File: config.mk
export PLATFORM = sky130hd
export DESIGN_NAME = rat_flag_intr_unit
export DESIGN_NICKNAME = d
export VERILOG_FILES = /design/src/rtl/rat_flag_intr_unit.sv
export SDC_FILE = /design/constraint.sdc
export NUM_CORES = 1
export LEC_CHECK = 0
export ABC_AREA = 1
export BUFFER_PORTS_ARGS = -buffer_cell sky130_fd_sc_hd__buf_2
export CORE_AREA = 2 2 39 41
export CTS_CLUSTER_SIZE = 16
export DETAILED_ROUTE_END_ITERATION = 12
export DIE_AREA = 0 0 41 43
export SYNTH_ARGS = -nofsm -noshare
export SYNTH_HDL_FRONTEND = slang
export SYNTH_SLANG_ARGS = --single-unit
export TNS_END_PERCENT = 30
File: constraint.sdc
create_clock -name CLK -period 0.96 [get_ports CLK]
set_input_delay 0.048 -clock CLK [delete_from_list [all_inputs] [get_ports CLK]]
set_output_delay 0.048 -clock CLK [all_outputs]
set_load 0.01 [all_outputs]
File: src/rtl/rat_flag_intr_unit.sv
`default_nettype none
// ============================================================================
// Module      : rat_flag_intr_unit
// Description : Flag and interrupt register stage for the RAT CPU.
//               Holds the carry/zero flags and their shadow copies used on
//               interrupt entry and return, the interrupt-enable flag, and
//               the synchronizer plus request latch for the external
//               interrupt pin. C_FLAG, Z_FLAG and INTR go back to the
//               control unit.
// Parameters  : SYNC_STAGES  flops in the INT_IN synchronizer (2..4)
//               EDGE_MODE    1 = latch rising edge of synced INT_IN,
//                            0 = pending follows synced level
// Ports       : CLK          system clock, rising edge
//               RESET_N      asynchronous active-low reset
//               ALU_C/ALU_Z  carry / zero results from the ALU
//               FLG_C_SET/FLG_C_CLR/FLG_C_LD  carry strobes (CLR > SET > LD)
//               FLG_Z_LD     zero-flag load strobe
//               FLG_LD_SEL   load source: 0 = ALU, 1 = shadow flags (RETI)
//               FLG_SHAD_LD  copy current C/Z into the shadow registers
//               I_SET/I_CLR  interrupt-enable strobes (CLR wins)
//               INT_ACK      interrupt cycle entered, clears pending
//               INT_IN       external interrupt pin, asynchronous
//               C_FLAG/Z_FLAG/I_FLAG  flag outputs
//               INT_PENDING  latched request, independent of I_FLAG
//               INTR         INT_PENDING & I_FLAG
// Revision    : 1.0 - initial release
// ============================================================================
module rat_flag_intr_unit #(
  parameter int unsigned SYNC_STAGES = 2,
  parameter bit          EDGE_MODE   = 1'b1
) (
  input  logic CLK,
  input  logic RESET_N,
  input  logic ALU_C,
  input  logic ALU_Z,
  input  logic FLG_C_SET,
  input  logic FLG_C_CLR,
  input  logic FLG_C_LD,
  input  logic FLG_Z_LD,
  input  logic FLG_LD_SEL,
  input  logic FLG_SHAD_LD,
  input  logic I_SET,
  input  logic I_CLR,
  input  logic INT_ACK,
  input  logic INT_IN,
  output logic C_FLAG,
  output logic Z_FLAG,
  output logic I_FLAG,
  output logic INT_PENDING,
  output logic INTR
);

  // --------------------------------------------------------------------------
  // Flag registers
  // --------------------------------------------------------------------------
  logic r_c;
  logic r_z;
  logic r_shad_c;
  logic r_shad_z;
  logic r_i;
  logic w_c_next;
  logic w_z_next;
  logic w_i_next;

  always_comb begin
    w_c_next = r_c;
    if (FLG_C_CLR) begin
      w_c_next = 1'b0;
    end else if (FLG_C_SET) begin
      w_c_next = 1'b1;
    end else if (FLG_C_LD) begin
      w_c_next = FLG_LD_SEL ? r_shad_c : ALU_C;
    end
  end

  always_comb begin
    w_z_next = r_z;
    if (FLG_Z_LD) begin
      w_z_next = FLG_LD_SEL ? r_shad_z : ALU_Z;
    end
  end

  always_comb begin
    w_i_next = r_i;
    if (I_CLR) begin
      w_i_next = 1'b0;
    end else if (I_SET) begin
      w_i_next = 1'b1;
    end
  end

  // The shadow copy samples r_c/r_z, i.e. the pre-edge flags. Combined with
  // a shadow-sourced load in the same cycle this yields a clean swap.
  always_ff @(posedge CLK or negedge RESET_N) begin
    if (!RESET_N) begin
      r_c      <= 1'b0;
      r_z      <= 1'b0;
      r_shad_c <= 1'b0;
      r_shad_z <= 1'b0;
      r_i      <= 1'b0;
    end else begin
      r_c <= w_c_next;
      r_z <= w_z_next;
      r_i <= w_i_next;
      if (FLG_SHAD_LD) begin
        r_shad_c <= r_c;
        r_shad_z <= r_z;
      end
    end
  end

  // --------------------------------------------------------------------------
  // INT_IN synchronizer: bit 0 samples the pin, the top bit is int_s.
  // --------------------------------------------------------------------------
  logic [SYNC_STAGES-1:0] r_sync;
  logic                   w_int_s;
  logic                   r_pending;

  always_ff @(posedge CLK or negedge RESET_N) begin
    if (!RESET_N) begin
      r_sync <= '0;
    end else begin
      r_sync <= {r_sync[SYNC_STAGES-2:0], INT_IN};
    end
  end

  assign w_int_s = r_sync[SYNC_STAGES-1];

  generate
    if (EDGE_MODE) begin : g_edge
      // int_d resets to 0, so a pin already high at reset release still
      // produces exactly one request.
      logic r_int_d;
      logic w_int_rise;

      assign w_int_rise = w_int_s & ~r_int_d;

      always_ff @(posedge CLK or negedge RESET_N) begin
        if (!RESET_N) begin
          r_int_d   <= 1'b0;
          r_pending <= 1'b0;
        end else begin
          r_int_d <= w_int_s;
          // A fresh edge outranks an acknowledge in the same cycle, so the
          // new request is not lost. Edges while pending merge.
          if (w_int_rise) begin
            r_pending <= 1'b1;
          end else if (INT_ACK) begin
            r_pending <= 1'b0;
          end
        end
      end
    end else begin : g_level
      // Level mode: the request mirrors the pin; acknowledge is meaningless.
      logic w_unused_ack;
      assign w_unused_ack = INT_ACK;

      always_ff @(posedge CLK or negedge RESET_N) begin
        if (!RESET_N) begin
          r_pending <= 1'b0;
        end else begin
          r_pending <= w_int_s;
        end
      end
    end
  endgenerate

  // --------------------------------------------------------------------------
  // Outputs: straight from registers, INTR gated only by the enable flag.
  // --------------------------------------------------------------------------
  assign C_FLAG      = r_c;
  assign Z_FLAG      = r_z;
  assign I_FLAG      = r_i;
  assign INT_PENDING = r_pending;
  assign INTR        = r_pending & r_i;

endmodule
`default_nettype wire

==> flow_summary.ini, run 1 <==
[grt]
grt_overflow_total = 0
grt_usage = 0.0954
first_global_vias = 272
grt_max_degree = 10
grt_pass1_wl_um = 1040
antenna_found_initial = 0

[pwr]
peakVddDrop_mv = 0.496
power.leakage_nw = 0.307
power-per-cell-area_nw_per_um2 = 1570

[clocking]
cts_buffer_depth = 2
htreeDepth = 1
cts_made_buffers = 3
clock-root-buffer = clkbuf_4
insertion_delay_ns = 0.26
clk_pin_slew_ns = 0.06
cts_sinks = 9
cts_tree = done

[setup_path]
crit_type = register to output pin
slowest_delay_ns = 0.39
r2r_cells = 1
critPathRequiredTime_ns = 0.91
r2r_start = C_FLAG
cp_data_arrival_time_ns = 0.87
r2r-end = r_shad_c
crit_buf_inv = 2
crit_chain = nand2_1 -> inv_1 -> buf_6
setup.worst_path.start = I_FLAG
start_kind = register
cpMaxStageDelayCell = dfrtp_1
worst_setup_path_end_kind = output pin
crit_path_max_fanout = 3
rrSetupSlack_ns = 0.19
path_delay_family = flip-flops

[worst_hold_path]
hp-start = I_SET
hold_depth = 3
min_path_type = input port to register
holdPathEnd = I_FLAG

[die]
die_h_um = 43
placementRows = 14
dieWidth_um = 41
fp.coreArea_um2 = 1380
start_util = 0.261
num_io_pins = 19
dieArea_um2 = 1760

[run]
maxCapViolCount = 0

[yosys]
syn_area_um2 = 362
seq_area_frac_synth = 0.623
synth_top_area_share = 0.623
ys_ff_latch = 9
syn-num-nets = 47
yosys_warnings = 0
yosysTopAreaCell = dfrtp_1
yosysUniqueCellTypes = 12
synth_area_leaders = dfrtp_1 (62%), mux2_4 (8.3%), inv_1 (6.2%), nand3_2 (5.5%), nand2_1 (5.2%)
synth.avg_cell_area_um2 = 11.0
postSynthCellCount = 33

[timing]
tns_ns = 0
fmax_mhz = 1090
drv_slew = 0
hold_slack_ns = 0.0225
fin_crit_sh = 0.957
period_needed_ns = 0.919
rsz0062_at_grt = true
relSlewSlack = 0.868
setup_viol = 0
tightest_slew_ns = 0.198
hold_viol_final = 0
clock_skew_ns = 0.00654
setup_ws_ns = 0.0408

[final_layout]
antenna_cells = 0
fillers = 134
nets = 75
seq_area_um2 = 225
layout_common_cells = buf_2 (17), dfrtp_1 (9), inv_1 (6), nand2_1 (5), dlygate4sd3_1 (5)
final_common_cell = buf_2
fin_util = 0.401
multi_input_area_um2 = 110
synthToLayoutAreaGrowth_pct = 53.3
drive_gt1_frac = 0.450

[placement]
dpl.hpwl_um = 490
portBuffers = 18
dp_slack_ns = 0.204
place.gp.congestion = 0.672

[routing]
drt-initial-drc-count = 5
routedWlPerCell_um = 8.59
detail_route.wirelength_um = 653
drt-vias-per-instance = 4.01
firstDrtPassIters = 3
route.detailed.drc = 0
vias = 305
ant_nets = 0

[outcome]
status = completed
[cell usage after synthesis (all sizes together)]
| cell type | instances |
|---|---|
| o22ai | 1 |
| dfrtp | 9 |
| nand2 | 6 |
| a31oi | 1 |
| nand3 | 3 |
| mux2 | 2 |
| inv | 7 |
| nand4 | 1 |
| nor2 | 3 |
[state kept, by name, summed over array words and instances, names as in the netlist]
register and flops:
I_FLAG 1, C_FLAG 1, r_sync 2, r_shad_z 1, Z_FLAG 1, g_edge.r_int_d 1, r_shad_c 1, INT_PENDING 1
[through the flow]
step                      instance area, um^2  total power (W)  instances
final                                     554         0.000868         76
after global routing                      554         0.000931         76
after CTS                                 548         0.000878         76
after detailed placement                  472         0.000570         67
after global placement                    472         0.000567         67
after floorplan                           362         0.000505         33
[cell families after synthesis]
| family | Yosys count | synth area share |
|---|---|---|
| AND/OR/NAND/NOR | 13 | 0.187 |
| flip-flops | 9 | 0.623 |
| AO/OA/AOI/OAI | 2 | 0.0346 |
| multiplexers | 2 | 0.0830 |
| buffers and inverters | 7 | 0.0726 |
[worst min-delay path, delay by kind of cell]
kind / cells / cell delay, ns
AND/OR/NAND/NOR: 2 / 0.11
buffers and inverters: 1 / 0.07
[area by class of cell]
cell class / instances / share of cell area
inverters: 7 / 0.0474
multi-input cells: 17 / 0.199
well taps: 16 / 0.0361
clock buffers: 4 / 0.0474
repair buffers: 23 / 0.264
flip-flops and latches: 9 / 0.406
[timing repair]
action / 4_1_cts / 5_1_grt
resized for setup: 0 / 1
endpoints found under the setup margin: 0 / 1
setup buffers: 0 / 0
endpoints found under the hold margin: 13 / 0
hold buffers: 5 / 0
[power breakdown]
group	internal (W)	leakage (nW)	switching [W]
clock	0.000160	0.0150	0.000128
combinational	0.0000827	0.185	0.0000596
sequential	0.000416	0.107	0.0000227
total	0.000658	0.307	0.000210
[per-layer routing]
layer | part of all wire | GRT usage | vias up
met2 | 0.44 | 0.134 | 16
met3 | 0.072 | 0.0471 | 2
met4 | 0.021 | 0.0800 | 0
met1 | 0.46 | 0.100 | 130
met5 | 0 | 0 | -
li1 | - | - | 157
[worst max path at each step]
stage,to,slack (ns),cells after the start
5_1_grt,INTR,-0.03,3
3_3_place_gp,r_shad_z,0.22,1
3_5_place_dp,r_shad_c,0.20,1
2_1_floorplan,r_shad_z,0.18,1
6_report,INTR,0.04,3
4_1_cts,INTR,0.03,3
Power figures use the tool's default switching activity.
==> run 2: changes to the inputs <==
--- a/config.mk
+++ b/config.mk
@@ -8,6 +8,7 @@
 export ABC_AREA = 1
 export BUFFER_PORTS_ARGS = -buffer_cell sky130_fd_sc_hd__buf_2
 export CORE_AREA = 2 2 39 41
+export CTS_BUF_LIST = sky130_fd_sc_hd__clkbuf_2
 export CTS_CLUSTER_SIZE = 16
 export DETAILED_ROUTE_END_ITERATION = 12
 export DIE_AREA = 0 0 41 43
==> flow_summary.ini, run 2 (synthesis gave the netlist of run 1 again) <==
[outcome]
status = completed

[grt]
grt_pass1_wl_um = 959
grt_overflow_total = 0
grt_usage = 0.0862
grt_max_degree = 10
first_global_vias = 255
antenna_found_initial = 0

[pwr]
clock_power_share = 0.286
p_comb_frac = 0.176
power.leakage_nw = 0.308
power-per-cell-area_nw_per_um2 = 1480
peakVddDrop_mv = 0.384
seqPwrFrac = 0.538
swShare = 0.250
p_sw_w = 0.000203
internal-power_w = 0.000608
power_w = 0.000811

[routing]
drt-vias-per-instance = 3.99
firstDrtPassIters = 2
routedWlPerCell_um = 8.28
vias = 303
route.detailed.drc = 0
ant_nets = 0
detail_route.wirelength_um = 629
drt-initial-drc-count = 6

[die]
dieWidth_um = 41
fp.coreArea_um2 = 1380
dieArea_um2 = 1760
die_h_um = 43
start_util = 0.261
num_io_pins = 19
placementRows = 14

[setup_path]
crit_type = register to output pin
r2r_start = Z_FLAG
rrSetupSlack_ns = 0.19
critPathRequiredTime_ns = 0.91
worst_setup_path_end_kind = output pin
start_kind = register
setup.worst_path.start = I_FLAG
cp_data_arrival_time_ns = 0.86
crit_path_max_fanout = 3

[run]
maxCapViolCount = 0

[placement]
dpl.hpwl_um = 490
portBuffers = 18
place.gp.congestion = 0.672

[timing]
clock_skew_ns = 0.0100
rsz0062_at_grt = true
hold_slack_ns = 0.0447
period_needed_ns = 0.905
setup_viol = 0
tns_ns = 0
hold_viol_final = 0
fin_crit_sh = 0.943
tightest_slew_ns = 0.208
drv_slew = 0
relSlewSlack = 0.862
fmax_mhz = 1110

[clocking]
post-cts-setup-buffer-count = 0
cts_tree = done
clk_pin_slew_ns = 0.09
clock-root-buffer = clkbuf_2
cts_sinks = 9
cts_made_buffers = 3
htreeDepth = 1
insertion_delay_ns = 0.23
cts_buffer_depth = 2

[final_layout]
regMostFlops = r_sync
nets = 75
drive_gt1_frac = 0.467
antenna_cells = 0
synthToLayoutAreaGrowth_pct = 51.6
largest_reg_flops = 2
final_common_cell = buf_2
layout_common_cells = buf_2 (17), dfrtp_1 (9), inv_1 (6), nand2_1 (5), dlygate4sd3_1 (5)
fin_util = 0.396

[worst_hold_path]
min_path_type = input port to register
hp-start = I_SET
[run 2: cell counts in the layout (fill, tap and decap cells not counted)]
Identical to the previous run, type by type.
[run 2: what timing repair did]
item	CTS	global route
setup endpoints to repair	0	1
endpoints found under the hold margin	12	1
hold buffers	4	1
resized for setup	0	1
[run 2: routing by layer]
metal | up-vias | track usage | wire length (um)
met1 | 132 | 0.103 | 303
met2 | 14 | 0.113 | 277
met3 | 0 | 0.0471 | 48
li1 | 157 | - | -
met4 | 0 | 0.0600 | 0
met5 | - | 0 | 0
[run 2: final timing paths]
kind,endpoint,cells past startpoint
max,INTR,3
min,I_FLAG,3
max reg2reg,r_shad_z,1
min reg2reg,r_sync[1],0
max in group asynchronous,r_shad_z,2
min in group asynchronous,r_shad_c,2
[run 2: layout make-up]
type,instances,area [um^2]
tap,16,20.0
timing repair buffer,23,146
multi-input combinational,17,110
fill,133,836
clock buffer,4,20.0
inverter,7,26.3
sequential,9,225
[run 2: per-stage QoR]
| step | instance area [um^2] | setup WS (ns) | cells |
|---|---|---|---|
| after floorplan | 362 | 0.178 | 33 |
| after global placement | 472 | 0.218 | 67 |
| after detailed placement | 472 | 0.204 | 67 |
| after CTS | 532 | 0.0487 | 75 |
| after global routing | 548 | -0.0321 | 76 |
| final | 548 | 0.0552 | 76 |
[run 2: worst max-delay path: stages (launching register included)]
cell	delay (ns)
dfrtp_1	0.40
nand2_1	0.07
inv_1	0.04
buf_6	0.11
[run 2: power by group through the flow]
stage	Clock (W)	Sequential (W)	Combinational (W)
finish	0.000232	0.000437	0.000143
floorplan	0	0.000448	0.0000573
global placement	0	0.000441	0.000126
detailed placement	0	0.000444	0.000126
CTS	0.000236	0.000437	0.000138
global route	0.000273	0.000442	0.000159
